## src/rtl/vga_scan_out.sv

```systemverilog
// vga_scan_out: 1-bit VGA pixel scan-out. Pops 16-bit words from a show-ahead
// FIFO, shifts them out MSB-first at clk/CLK_DIV, and generates hsync, vsync
// and blanking together with vblank-start and sticky underflow flags.
module vga_scan_out #(
  parameter int H_ACTIVE = 640,
  parameter int H_FP     = 16,
  parameter int H_SYNC   = 96,
  parameter int H_BP     = 48,
  parameter int V_ACTIVE = 480,
  parameter int V_FP     = 10,
  parameter int V_SYNC   = 2,
  parameter int V_BP     = 33,
  parameter int CLK_DIV  = 2
) (
  input  logic        clk,
  input  logic        reset_n,
  input  logic        enable,
  input  logic [15:0] fifo_readdata,
  input  logic        fifo_empty,
  output logic        fifo_read,
  output logic        vga_hs,
  output logic        vga_vs,
  output logic        vga_pixel,
  output logic        vga_blank_n,
  output logic        vblank_start,
  output logic        underflow,
  input  logic        underflow_clr
);

  localparam int H_TOTAL = H_ACTIVE + H_FP + H_SYNC + H_BP;
  localparam int V_TOTAL = V_ACTIVE + V_FP + V_SYNC + V_BP;
  // One extra count of headroom so the sync-end compare constant always fits.
  localparam int HW = $clog2(H_TOTAL + 1);
  localparam int VW = $clog2(V_TOTAL + 1);
  localparam int DW = (CLK_DIV > 1) ? $clog2(CLK_DIV) : 1;

  localparam logic [DW-1:0] DIV_LAST   = DW'(CLK_DIV - 1);
  localparam logic [HW-1:0] H_LAST     = HW'(H_TOTAL - 1);
  localparam logic [HW-1:0] H_ACT      = HW'(H_ACTIVE);
  localparam logic [HW-1:0] H_SYNC_BEG = HW'(H_ACTIVE + H_FP);
  localparam logic [HW-1:0] H_SYNC_END = HW'(H_ACTIVE + H_FP + H_SYNC);
  localparam logic [VW-1:0] V_LAST     = VW'(V_TOTAL - 1);
  localparam logic [VW-1:0] V_ACT      = VW'(V_ACTIVE);
  localparam logic [VW-1:0] V_ACT_LAST = VW'(V_ACTIVE - 1);
  localparam logic [VW-1:0] V_SYNC_BEG = VW'(V_ACTIVE + V_FP);
  localparam logic [VW-1:0] V_SYNC_END = VW'(V_ACTIVE + V_FP + V_SYNC);

  logic [DW-1:0] div;
  logic [HW-1:0] h;
  logic [VW-1:0] v;
  logic [15:0]   shreg;

  logic        tick;
  logic        active;
  logic        load;
  logic        hs_i;
  logic        vs_i;
  logic [15:0] load_word;

  // Pixel-rate strobe, position decode and FIFO pop, all from registered state.
  always_comb begin
    tick      = enable & (div == DIV_LAST);
    active    = (h < H_ACT) & (v < V_ACT);
    load      = tick & active & (h[3:0] == 4'd0);
    fifo_read = load & ~fifo_empty;
    load_word = fifo_empty ? 16'h0000 : fifo_readdata;
    hs_i      = ~((h >= H_SYNC_BEG) & (h < H_SYNC_END));
    vs_i      = ~((v >= V_SYNC_BEG) & (v < V_SYNC_END));
  end

  // Clock divider: counts 0..CLK_DIV-1 while enabled, held at 0 otherwise.
  always_ff @(posedge clk or negedge reset_n) begin
    if (!reset_n) begin
      div <= '0;
    end else if (!enable) begin
      div <= '0;
    end else if (div == DIV_LAST) begin
      div <= '0;
    end else begin
      div <= div + DW'(1);
    end
  end

  // Horizontal/vertical position counters; v steps on the h wrap.
  always_ff @(posedge clk or negedge reset_n) begin
    if (!reset_n) begin
      h <= '0;
      v <= '0;
    end else if (!enable) begin
      h <= '0;
      v <= '0;
    end else if (tick) begin
      if (h == H_LAST) begin
        h <= '0;
        if (v == V_LAST) begin
          v <= '0;
        end else begin
          v <= v + VW'(1);
        end
      end else begin
        h <= h + HW'(1);
      end
    end
  end

  // Pixel shift register: loads on 16-pixel boundaries, shifts on other active ticks.
  always_ff @(posedge clk or negedge reset_n) begin
    if (!reset_n) begin
      shreg <= '0;
    end else if (!enable) begin
      shreg <= '0;
    end else if (load) begin
      shreg <= load_word;
    end else if (tick & active) begin
      shreg <= {shreg[14:0], 1'b0};
    end
  end

  // Registered video outputs, updated once per pixel and idle while disabled.
  // On a shift tick the displayed bit is shreg[14], i.e. bit 15 after the shift.
  always_ff @(posedge clk or negedge reset_n) begin
    if (!reset_n) begin
      vga_hs      <= 1'b1;
      vga_vs      <= 1'b1;
      vga_pixel   <= 1'b0;
      vga_blank_n <= 1'b0;
    end else if (!enable) begin
      vga_hs      <= 1'b1;
      vga_vs      <= 1'b1;
      vga_pixel   <= 1'b0;
      vga_blank_n <= 1'b0;
    end else if (tick) begin
      vga_hs      <= hs_i;
      vga_vs      <= vs_i;
      vga_blank_n <= active;
      if (load) begin
        vga_pixel <= load_word[15];
      end else if (active) begin
        vga_pixel <= shreg[14];
      end else begin
        vga_pixel <= 1'b0;
      end
    end
  end

  // One-clk pulse on the tick that ends the last active line.
  always_ff @(posedge clk or negedge reset_n) begin
    if (!reset_n) begin
      vblank_start <= 1'b0;
    end else begin
      vblank_start <= tick & (h == H_LAST) & (v == V_ACT_LAST);
    end
  end

  // Sticky underflow: set on a load from an empty FIFO, set beats clear.
  always_ff @(posedge clk or negedge reset_n) begin
    if (!reset_n) begin
      underflow <= 1'b0;
    end else if (load & fifo_empty) begin
      underflow <= 1'b1;
    end else if (underflow_clr) begin
      underflow <= 1'b0;
    end
  end

endmodule

```

## config.mk

```make
export PLATFORM = sky130hd
export DESIGN_NAME = vga_scan_out
export DESIGN_NICKNAME = d
export VERILOG_FILES = /design/src/rtl/vga_scan_out.sv
export SDC_FILE = /design/constraint.sdc
export NUM_CORES = 1
export LEC_CHECK = 0
export BUFFER_PORTS_ARGS = -buffer_cell sky130_fd_sc_hd__buf_2
export CAP_MARGIN = 20
export CORE_MARGIN = 5
export CORE_UTILIZATION = 52
export DETAILED_ROUTE_END_ITERATION = 6
export PLACE_DENSITY = 0.75
export SLEW_MARGIN = 10
export SYNTH_ARGS = -nofsm -noshare
export SYNTH_HDL_FRONTEND = slang
export SYNTH_SLANG_ARGS = --single-unit
export TNS_END_PERCENT = 100
```

## constraint.sdc

```tcl
create_clock -name clk -period 1.85 [get_ports clk]
set_input_delay 0.185 -clock clk [delete_from_list [all_inputs] [get_ports clk]]
set_output_delay 0.185 -clock clk [all_outputs]
set_load 0.03 [all_outputs]
```

# Word level (Yosys, flattened, before mapping)
# Cells that the tools add are included.
[word_totals]
register_bits = 42
inputBits = 21
word_cells = 66
[classes]
n_addsub = 3
magnitude_cmp = 6
eq_ne = 6
n_mux = 25
n_bitwise = 13
reduce_logical = 3
[ops]
columns = ["operator", "n"]
rows = [
  ["10-bit 2-to-1 mux", 7],
  ["15-bit 2-to-1 mux", 3],
  ["10-bit by 1-bit adder with 10-bit output, second input constant", 2],
  ["10-bit equality test, second input constant", 2],
  ["10-bit < comparator, second input constant", 2],
  ["10-bit by 9-bit < comparator with 1-bit output, second input constant", 2],
  ["16-bit 2-to-1 mux", 1],
  ["1-bit 2-to-1 mux", 14],
  ["1-bit AND", 10],
  ["10-bit by 9-bit equality test with 1-bit output, second input constant", 1],
  ["10-bit >= comparator, second input constant", 1],
  ["10-bit by 9-bit >= comparator with 1-bit output, second input constant", 1],
  ["4-bit zero test", 1],
  ["2-bit by 1-bit != test with 1-bit output, second input constant", 2],
  ["3-bit by 1-bit != test with 1-bit output, second input constant", 1],
  ["1-bit inverter", 3],
  ["2-bit AND reduction", 1],
  ["2-bit nonzero test", 1],
  ["1-bit adder, second input constant", 1],
]

# Depth between registers and ports, before layout
# Gate-level depths: netlist of run 1.
[logic_depth]
word_depth = 7
mapped_depth = 8
depth_no_buf = 6

# Worst setup path before layout of run 1
# OpenSTA, ideal clock, no wires.
[synth_path]
kind = "register to output"
startpoint = "register h[0]"
endpoint = "output port fifo_read"
t_arrival_ns = 2.020
t_required_ns = 1.665
slack_ns = -0.355
path_stages_with_launch = 7
path_cell_list = "dfrtp_1 > inv_1 > ha_1 > or3b_2 > clkbuf_1 > clkbuf_1 > nor3_1"
[synth_via]
elab_chain_cells = 5
elab_cells_between_ends = 6
cone_classes = "1 x order compare; 4 x bitwise; 1 x reduce/logical"
[synth_lines]
columns = ["item", "line_no", "source"]
rows = [
  ["from (decl)", "49", "logic [HW-1:0] h;"],
  ["from (signal assigned)", "101", "h <= h + HW'(1);"],
  ["10-bit < comparator", "63", "active = (h < H_ACT) & (v < V_ACT);"],
  ["1-bit AND", "63", ""],
  ["1-bit AND", "64", "load = tick & active & (h[3:0] == 4'd0);"],
  ["1-bit AND (*)", "64", ""],
  ["1-bit AND (*)", "65", "fifo_read = load & ~fifo_empty;"],
  ["to (decl)", "20", "output logic fifo_read,"],
]
# Every way passes the cells marked *; elsewhere a longest branch is shown, timed or not.

# Worst setup path in the final report of run 1
# Same ends and word-level chain as after synthesis.

==> summary.txt, run 1 <==
Status
  • Status: complete, but fails checks
  • Violations in the final reports: negative setup slack

Pwr
  • VDD IR-drop max: 0.000401 V
  • Leakage power summed over all cells: 1.30 nW
  • Cell Pwr Density: 623 mW/mm²

Setup path
  • Setup crit start: h[0]$_DFFE_PN0P_
  • Startpoint types: register
  • Launch point of the worst reg-to-reg path: h[0]$_DFFE_PN0P_
  • Critical path cell sequence: inv_2, ha_4, or3b_4, buf_12, nor3_4, buf_6
  • Delay of the slowest cell on the worst path: 400 ps
  • Crit Path Category: reg -> out
  • CP top delay family: simple AND/OR/NAND/NOR gates
  • Data arrival, critical path: 1710 ps
  • Element type at the critical path end: primary output
  • Reg-to-Reg End: v[6]$_DFFE_PN0P_
  • Worst path buffer plus inverter count: 3
  • Crit path max-delay cell type: dfrtp_1
  • Slack of the worst reg-to-reg path: -50 ps
  • Required time at the worst-slack endpoint: 1660 ps
  • Largest driver fanout on the critical path: 2
  • Total stage count of the critical path: 6
  • R2R depth: 7

Synth
  • Synthesis-stage register bit count: 42
  • Most frequently used flop master after synthesis: dfrtp_1
  • Post-Synthesis Cell Area: 0.00228 mm²
  • Syn Area/Cell: 9.14 µm²
  • Async set or reset register ratio after synthesis: 1.00
  • Number of warnings printed during yosys synthesis: 0
  • Number of unique standard cell types used by synthesis: 43
  • Post-synthesis sequential area ratio: 0.461
  • Number of flops mapped to enable cells by yosys: 0
  • Number of instances in the synthesized netlist: 250
  • Number of nets produced by synthesis: 275

Drt
  • Number of nets with antenna violations after routing: 0
  • Vias post-DR: 2205
  • Via density: 6.09
  • Overall routed net length: 6.41 mm
  • Pre-antenna DRT Iters: 4
  • DR WL/cell: 17.7 µm
  • Residual DRC: 0
  • DRC violation total after the first TritonRoute iteration: 188

GRT
  • Global route overflow: 0
  • GRT Util Overall: 0.204
  • Met1 Usage GRT: 0.268
  • Wire length of the first global-routing pass: 9.84 mm
  • Number of antenna violations at the first check in global routing: 0
  • Maximum number of pins on one net before global-route repair: 43
  • Met2 track demand over resource in global routing: 0.324
  • Layer with the highest usage after global routing: met2
  • Met3 usage in global routing: 0.0426
  • Via count of the first global-routing pass: 2137

Timing
  • Hold Vio Cnt, Final: 0
  • Min Hold Slack: 70.5 ps
  • Period utilization: 1.03
  • Setup skew after layout: 2.84 ps
  • Time the worst path needs with I/O delays and setup: 1900 ps
  • Highest attainable clock frequency: 0.527 GHz
  • Transition time at the pin with the least slew margin: 531 ps
  • Setup Total Neg Slack: -199 ps
  • Unrepaired setup endpoints after global routing: true
  • Number of max-slew violations in the final report: 0
  • Number of endpoints failing setup at the final stage: 7
  • Worst setup slack after layout: -49.2 ps
  • Slew margin rel.: 0.646

Min path
  • Hold Path End: underflow$_DFFE_PN0P_
  • Depth of the worst hold-timing path: 2
  • Kind of path behind the tightest hold check: in -> reg
  • Start point of the worst min-delay path: underflow_clr

Clock network
  • Number of sinks driven by the clock tree: 42
  • Number of clock buffers inserted by TritonCTS: 5
  • Total number of H-tree levels: 2
  • Maximum number of buffers from clock root to sink: 2
  • Clock tree from TritonCTS: done
  • Clock latency on the worst-skew pair: 300 ps
  • Clock root buffer: clkbuf_8
  • Clock-pin transition on the worst setup and hold timing paths: 80 ps

Final layout
  • Diode insertion count for antenna repair: 0
  • Total number of nets in the final design: 334
  • Final Cell Area: 0.00309 mm²
  • Layout cell share with drive strength beyond 1: 0.345
  • Area delta synth->final: 35.2%

Place
  • Detailed-placement wirelength estimate: 3.45 mm
  • Final RePlAce weighted congestion: 0.888
  • Cell area reported after detailed placement: 0.00260 mm²
  • Port Buffer Count: 27

Floorplan
  • Core region area: 0.00429 mm²
  • I/O pin total: 28
  • Horizontal die dimension: 76.3 µm
  • Row count: 24
  • Initial standard-cell utilization of the core: 0.532
  • Vert. Die Dim: 76.3 µm
  • Die area: 0.00582 mm²

Job
  • Number of maximum-capacitance constraint violations: 0
## power breakdown
| group | internal (mW) | switching (mW) |
|---|---|---|
| clock network | 0.301 | 0.314 |
| registers | 0.941 | 0.0154 |
| logic | 0.167 | 0.186 |
| total | 1.41 | 0.515 |
## cell usage after synthesis, types with 4 or more instances
cell / n / area (µm²)
nor3b_1: 15 / 113
nor3_1: 5 / 25.0
inv_1: 9 / 33.8
a31oi_1: 5 / 31.3
nor2_1: 11 / 41.3
buf_2: 4 / 20.0
nand2_1: 19 / 71.3
nand4_1: 6 / 37.5
nor4_1: 4 / 25.0
clkbuf_1: 12 / 45.0
dfrtp_1: 40 / 1000
o21ai_0: 20 / 100
nand3_1: 26 / 130
a21oi_1: 20 / 100
or3_1: 5 / 31.3
xnor2_1: 4 / 35.0
ha_1: 4 / 50.1
## stage by stage
stage / total power [mW] / cells / utilization / setup WS (ps)
2_1_floorplan: 1.11 / 250 / - / 0.479
3_3_place_gp: 1.18 / 333 / 0.605 / 53.4
3_5_place_dp: 1.19 / 333 / 0.605 / -3.61
4_1_cts: 1.87 / 358 / 0.672 / -41.6
5_1_grt: 2.01 / 362 / 0.719 / -143
6_report: 1.92 / 362 / 0.719 / -49.2
## routing by layer
metal	wire, µm	vias to the layer above
li1	-	1041
met1	2680	1038
met2	3040	98
met3	379	28
met4	301	0
met5	0	-
## timing repair
action / in CTS / in global routing
pin swaps: 3 / 6
buffers inserted: 15 / 4
setup endpoints to repair: 3 / 28
hold endpoints to repair: 40 / 0
hold buffers: 1 / 0
resized for setup: 12 / 44
gates cloned: 1 / 0
## worst max-delay path by stage
stage | slack, ps | endpoint
after floorplan | 0.5 | fifo_read
after global placement | 50 | v[6]$_DFFE_PN0P_
after detailed placement | -4 | v[6]$_DFFE_PN0P_
after CTS | -40 | fifo_read
after global routing | -140 | v[6]$_DFFE_PN0P_
final | -50 | fifo_read
## state kept, by name, indices dropped and copies added (netlist names)
| register | cells |
|---|---|
| vga_blank_n | 1 |
| vga_vs | 1 |
| v | 10 |
| h | 10 |
| vga_pixel | 1 |
| underflow | 1 |
| vga_hs | 1 |
| vblank_start | 1 |
| div | 1 |
| shreg | 15 |
## area by class of cell
type                       count  area (µm²)
clock inverter                 1        5.00
sequential                    42        1050
multi-input combinational    181        1280
fill                         315        1200
inverter                       9        33.8
tap                           52        65.1
timing repair buffer          70         569
clock buffer                   7        86.3
## cell families (layout without fill, tap and decap cells)
| group | after synthesis | after routing | share of synthesized area |
|---|---|---|---|
| buf+inv | 27 | 87 | 0.0504 |
| fa+ha+maj | 4 | 4 | 0.0219 |
| xor+xnor | 6 | 6 | 0.0230 |
| simple gates | 106 | 106 | 0.268 |
| mux | 2 | 2 | 0.00876 |
| flops | 42 | 42 | 0.461 |
| compound gates | 63 | 63 | 0.167 |
## cells in the final DEF, fill, tap and decap left out, types with 5 or more instances in the layout
cell type	instances
inv_1	7
nand2_1	19
a21oi_1	16
nand4_1	6
o21ai_0	11
dfrtp_1	40
buf_4	25
buf_2	26
clkbuf_8	6
nand3_1	25
o21ai_1	11
nor3b_2	7
nor2_1	11
nor3b_1	7
buf_6	15
a31oi_1	5
Power figures use the tool's default switching activity.
==> run 2: changes to the inputs <==
- ABC_AREA: default -> 1
- CORE_MARGIN: 5 -> 2
- CORE_UTILIZATION: 52 -> 53
- PLACE_DENSITY: 0.75 -> 0.76
==> summary.txt, run 2 <==
Place
  • Detailed-placement wirelength estimate: 3.93 mm
  • Port Buffer Count: 27
  • Final RePlAce weighted congestion: 0.828
  • Cell area reported after detailed placement: 0.00267 mm²
  • Cell count after placement: 406
  • Worst slack at placement: 119 ps

Drt
  • Vias post-DR: 2212
  • DR WL/cell: 13.0 µm
  • DRC violation total after the first TritonRoute iteration: 137
  • Pre-antenna DRT Iters: 4
  • Overall routed net length: 5.42 mm
  • Number of nets with antenna violations after routing: 0
  • Via density: 5.32
  • Residual DRC: 0

Synth
  • Number of nets produced by synthesis: 355
  • Cell accounting for the most synthesized area: dfrtp_1
  • Number of unique standard cell types used by synthesis: 32
  • Dominant combinational cell family by area after synthesis: simple AND/OR/NAND/NOR gates
  • Most frequent cells after synthesis: nand2_1, dfrtp_1, inv_1
  • Simple-gate area share of the yosys netlist: 0.354
  • Syn Area/Cell: 7.50 µm²
  • Number of instances in the synthesized netlist: 330
  • Most frequently used flop master after synthesis: dfrtp_1
  • Fraction of synthesized cell area taken by the top area cell type: 0.405
  • Async set or reset register ratio after synthesis: 1.00
  • Most repeated cell in the gate-level netlist after synthesis: nand2_1
  • Number of warnings printed during yosys synthesis: 0
  • Biggest area contributors in the synthesized netlist: dfrtp_1, nand2_1, inv_1, nand3_1, o21ai_0
  • Mux cell area share after synthesis: 0
  • Synthesis-stage register bit count: 42
  • Synth Area in Adders: 0.0202
  • Number of flops mapped to enable cells by yosys: 0
  • Post-synthesis sequential area ratio: 0.426
  • Xor and xnor area share after synthesis: 0.0177
  • Post-Synthesis Cell Area: 0.00247 mm²
  • Fraction of the mapped netlist area in compound gates: 0.0931

Setup path
  • Reg-to-Reg End: v[0]$_DFFE_PN0P_
  • Library cell appearing most often on the critical path: nand2_2
  • Launch point of the worst reg-to-reg path: h[1]$_DFFE_PN0P_
  • Required time at the worst-slack endpoint: 1660 ps
  • Element type at the critical path end: primary output
  • Crit Path Category: reg -> out
  • Startpoint types: register
  • Critical path cell sequence: nand2_2, nand2_4, nor2_8, nand2_2, inv_1, nand3_1, inv_2, buf_6
  • Setup crit start: h[7]$_DFFE_PN0P_
  • Crit path max-delay cell type: dfrtp_2
  • Largest driver fanout on the critical path: 7
  • End point of the critical path: fifo_read
  • R2R depth: 7
  • Delay of the slowest cell on the worst path: 470 ps
  • Slack of the worst reg-to-reg path: 170 ps
  • Data arrival, critical path: 1580 ps

Final layout
  • Register with the highest flop count: shreg
  • Final Non-Filler Cells: 416
  • Leading cell type in the layout, fill and taps excluded: nand2_1
  • Layout cell share with drive strength beyond 1: 0.212
  • Leading registers by flop count: shreg x15, h x10, v x10
  • Commonest cells after routing, fill and taps aside: nand2_1, dfrtp_1, inv_1
  • Post-layout util: 0.640
  • Area delta synth->final: 14.2%
  • Diode insertion count for antenna repair: 0
  • Number of flip-flops in the largest register: 15
  • Final Cell Area: 0.00283 mm²
  • Total number of nets in the final design: 389

Timing
  • Worst setup slack after layout: 80.3 ps
  • Setup Total Neg Slack: 0 ps
  • Highest attainable clock frequency: 0.565 GHz
  • Setup skew after layout: 2.92 ps
  • Period utilization: 0.957
  • Hold Vio Cnt, Final: 0
  • Slew margin rel.: 0.793
  • Number of endpoints failing setup at the final stage: 0
  • Min Hold Slack: 69.6 ps
  • Number of max-slew violations in the final report: 0
  • Time the worst path needs with I/O delays and setup: 1770 ps
  • Transition time at the pin with the least slew margin: 309 ps

Pwr
  • Leakage power summed over all cells: 1.45 nW
  • Design Power: 2.10 mW
  • VDD IR-drop max: 0.000430 V
  • Cell Pwr Density: 743 mW/mm²

Floorplan
  • Vert. Die Dim: 72.3 µm
  • Die area: 0.00523 mm²
  • I/O pin total: 28
  • Initial standard-cell utilization of the core: 0.560
  • Horizontal die dimension: 72.3 µm
  • Row count: 24
  • Core region area: 0.00441 mm²

Clock network
  • Number of clock buffers inserted by TritonCTS: 5
  • Clock-pin transition on the worst setup and hold timing paths: 80 ps
  • Clock root buffer: clkbuf_8
  • Clock latency on the worst-skew pair: 300 ps
  • Clock tree from TritonCTS: done
  • Number of sinks driven by the clock tree: 42
  • Total number of H-tree levels: 2
  • Maximum number of buffers from clock root to sink: 2

Job
  • Number of maximum-capacitance constraint violations: 0

GRT
  • Maximum number of pins on one net before global-route repair: 43
  • Wire length of the first global-routing pass: 9.39 mm
  • Via count of the first global-routing pass: 2129
  • Number of antenna violations at the first check in global routing: 0
  • Global route overflow: 0
  • GRT Util Overall: 0.228

Status
  • Status: complete, no violations

Min path
  • Kind of path behind the tightest hold check: in -> reg
==> run 2: layout make-up <==
class | count | area, µm²
repair buffers | 37 | 231
well taps | 52 | 65.1
clock inverters | 1 | 30.0
flip-flops and latches | 42 | 1060
clock buffers | 6 | 82.6
multi-input cells | 239 | 1210
fillers | 392 | 1590
inverters | 39 | 151
==> run 2: report_power, final <==
| part | total, mW | switching (mW) | internal, mW |
|---|---|---|---|
| clock network | 0.755 | 0.323 | 0.432 |
| registers | 0.980 | 0.0268 | 0.953 |
| logic | 0.364 | 0.251 | 0.113 |
| total | 2.10 | 0.601 | 1.50 |
==> run 2: worst min-delay path by stage <==
stage	start	end	depth (start not counted)
detailed placement	reset_n	h[7]$_DFFE_PN0P_	2
floorplan	reset_n	div$_DFF_PN0_	0
global route	underflow_clr	underflow$_DFFE_PN0P_	2
global placement	reset_n	h[7]$_DFFE_PN0P_	2
finish	underflow_clr	underflow$_DFFE_PN0P_	2
CTS	underflow_clr	underflow$_DFFE_PN0P_	2
==> run 2: cells by family after synthesis <==
family / after synthesis
buffers and inverters: 49
DFF: 42
xor gates and xnor gates: 5
adders and majority gates: 4
and+or+nand+nor: 192
AOI/OAI and AO/OA: 38
==> run 2: per-layer routing <==
layer,wire length (µm),up-vias,global-route usage,part of all wire
met1,2600,1037,0.309,0.48
met2,2470,47,0.366,0.46
met3,261,7,0.0458,0.048
met5,0,-,0,0
met4,84,0,0.0818,0.016
li1,-,1121,-,-
==> run 2: critical path: cells and delay by family (launching register included) <==
family	cells	cell delay [ps]
buf+inv	3	280
simple gates	5	520
flops	1	470
==> run 2: timing repair <==
item,4_1_cts,5_1_grt
gates resized for setup,1,9
setup buffers,1,1
endpoints found under the hold margin,40,0
hold buffers,1,0
endpoints found under the setup margin,1,6
pin swaps,0,2
==> run 3: changes to the inputs <==
- CORE_UTILIZATION: 53 -> 55
- CTS_BUF_LIST: default -> sky130_fd_sc_hd__clkbuf_8
- GPL_TIMING_DRIVEN: default -> 0
- PLACE_DENSITY: 0.76 -> 0.79
==> summary.txt, run 3 (synthesized netlist as in run 2, its figures left out) <==
Status
  • Status: complete, no violations

GRT
  • Global route overflow: 0
  • Via count of the first global-routing pass: 2128
  • Number of antenna violations at the first check in global routing: 0
  • Maximum number of pins on one net before global-route repair: 43
  • GRT Util Overall: 0.231
  • Wire length of the first global-routing pass: 9.37 mm

Pwr
  • Cell Pwr Density: 686 mW/mm²
  • Design Power: 1.94 mW
  • Leakage power summed over all cells: 1.47 nW
  • VDD IR-drop max: 0.000426 V

Floorplan
  • Vert. Die Dim: 71.1 µm
  • Initial standard-cell utilization of the core: 0.568
  • I/O pin total: 28
  • Core region area: 0.00435 mm²
  • Die area: 0.00505 mm²
  • Horizontal die dimension: 71.1 µm
  • Row count: 24

Setup path
  • Required time at the worst-slack endpoint: 1660 ps
  • Startpoint types: register
  • Crit Path Category: reg -> out
  • Element type at the critical path end: primary output
  • Largest driver fanout on the critical path: 7
  • Data arrival, critical path: 1570 ps
  • Slack of the worst reg-to-reg path: 210 ps

Clock network
  • Clock tree from TritonCTS: done
  • Number of buffers added to fix hold violations after cts: 0
  • Number of clock buffers inserted by TritonCTS: 5
  • Total number of H-tree levels: 2
  • Clock-pin transition on the worst setup and hold timing paths: 80 ps
  • Maximum number of buffers from clock root to sink: 2
  • Number of sinks driven by the clock tree: 42
  • Clock root buffer: clkbuf_8
  • Clock latency on the worst-skew pair: 290 ps

Final layout
  • Commonest cells after routing, fill and taps aside: nand2_1, dfrtp_1, inv_1
  • Leading cell type in the layout, fill and taps excluded: nand2_1
  • Layout cell share with drive strength beyond 1: 0.223
  • Number of flip-flops in the largest register: 15
  • Area delta synth->final: 14.6%
  • Total number of nets in the final design: 392
  • Fill count: 366
  • Diode insertion count for antenna repair: 0
  • Leading registers by flop count: shreg x15, h x10, v x10
  • Register with the highest flop count: shreg

Timing
  • Setup Total Neg Slack: 0 ps
  • Unrepaired setup endpoints after global routing: false
  • Highest attainable clock frequency: 0.571 GHz
  • Time the worst path needs with I/O delays and setup: 1750 ps
  • Number of endpoints failing setup at the final stage: 0
  • Number of max-slew violations in the final report: 0
  • Min Hold Slack: 29.1 ps
  • Period utilization: 0.947
  • Transition time at the pin with the least slew margin: 933 ps
  • Slew margin rel.: 0.378
  • Hold Vio Cnt, Final: 0
  • Setup skew after layout: 5.00 ps

Job
  • Number of maximum-capacitance constraint violations: 0

Drt
  • Overall routed net length: 5.51 mm
  • Vias post-DR: 2255
  • DRC violation total after the first TritonRoute iteration: 150
  • Number of nets with antenna violations after routing: 0
  • Via density: 5.37
  • Residual DRC: 0
  • Pre-antenna DRT Iters: 4
  • DR WL/cell: 13.1 µm

Min path
  • Kind of path behind the tightest hold check: in -> async

Place
  • Detailed-placement wirelength estimate: 3.85 mm
  • Final RePlAce weighted congestion: 0.888
  • Port Buffer Count: 26
==> run 3: cell count changes in the layout (fill, tap and decap cells not counted), moves of 2 or more <==
cell      change
buf_6         +2
clkbuf_1      +2
inv_2         +2
nand2_2       -2
nand2_4       +2
nor2_4        +2
==> run 3: through the flow <==
stage / cells / instance area (µm²) / setup slack [ps] / util
2_1_floorplan: 330 / 2470 / 409 / -
3_3_place_gp: 408 / 2670 / 94.0 / 0.613
3_5_place_dp: 408 / 2670 / 69.7 / 0.613
4_1_cts: 418 / 2780 / 6.20 / 0.639
5_1_grt: 420 / 2840 / 1.14 / 0.651
6_report: 420 / 2840 / 97.4 / 0.651
==> run 3: critical path, stage by stage, from the launching register on <==
cell	delay (ps)
dfrtp_1	370
buf_4	170
nand2_4	90
nand2_4	70
nor2_8	130
nand2_4	70
inv_2	80
nand3_1	80
inv_2	80
buf_6	130
==> run 3: area by class of cell <==
| class | instances | area, µm² | area share |
|---|---|---|---|
| Buffer | 10 | 70.1 | 0.0247 |
| Clock inverter | 2 | 8.76 | 0.00309 |
| Sequential cell | 42 | 1050 | 0.372 |
| Clock buffer | 6 | 82.6 | 0.0291 |
| Inverter | 39 | 151 | 0.0534 |
| Timing Repair Buffer | 30 | 166 | 0.0587 |
| Tap cell | 52 | 65.1 | 0.0229 |
| Multi-Input combinational cell | 239 | 1240 | 0.436 |
==> run 3: repair_timing <==
action                     in CTS  in global routing
cloned                          0                  0
setup endpoints to repair       1                 13
resized for setup               5                 12
setup buffers                   2                  2
pin swaps                       0                  1
==> run 3: power breakdown <==
group	switching [mW]	internal, mW	leakage (nW)	total, mW
sequential	0.0263	0.953	0.573	0.979
clock	0.308	0.296	0.0524	0.604
combinational	0.254	0.107	0.841	0.361
==> run 3: path summary, 6_finish.rpt <==
path | start | end | cells past startpoint
hold reg to reg | vga_blank_n$_DFFE_PN0P_ | vga_blank_n$_DFFE_PN0P_ | 2
min in group clk | underflow_clr | underflow$_DFFE_PN0P_ | 2
setup reg to reg | h[1]$_DFFE_PN0P_ | v[8]$_DFFE_PN0P_ | 7
max in group asynchronous | reset_n | div$_DFF_PN0_ | 1
setup / recovery | h[7]$_DFFE_PN0P_ | fifo_read | 9
hold / removal | reset_n | h[9]$_DFFE_PN0P_ | 1
==> run 3: layer usage <==
layer	up-vias	wire length, µm	global-route usage
met5	-	0	0
met4	0	55	0.0629
met3	7	327	0.0427
met2	59	2610	0.370
met1	1055	2520	0.324
li1	1134	-	-
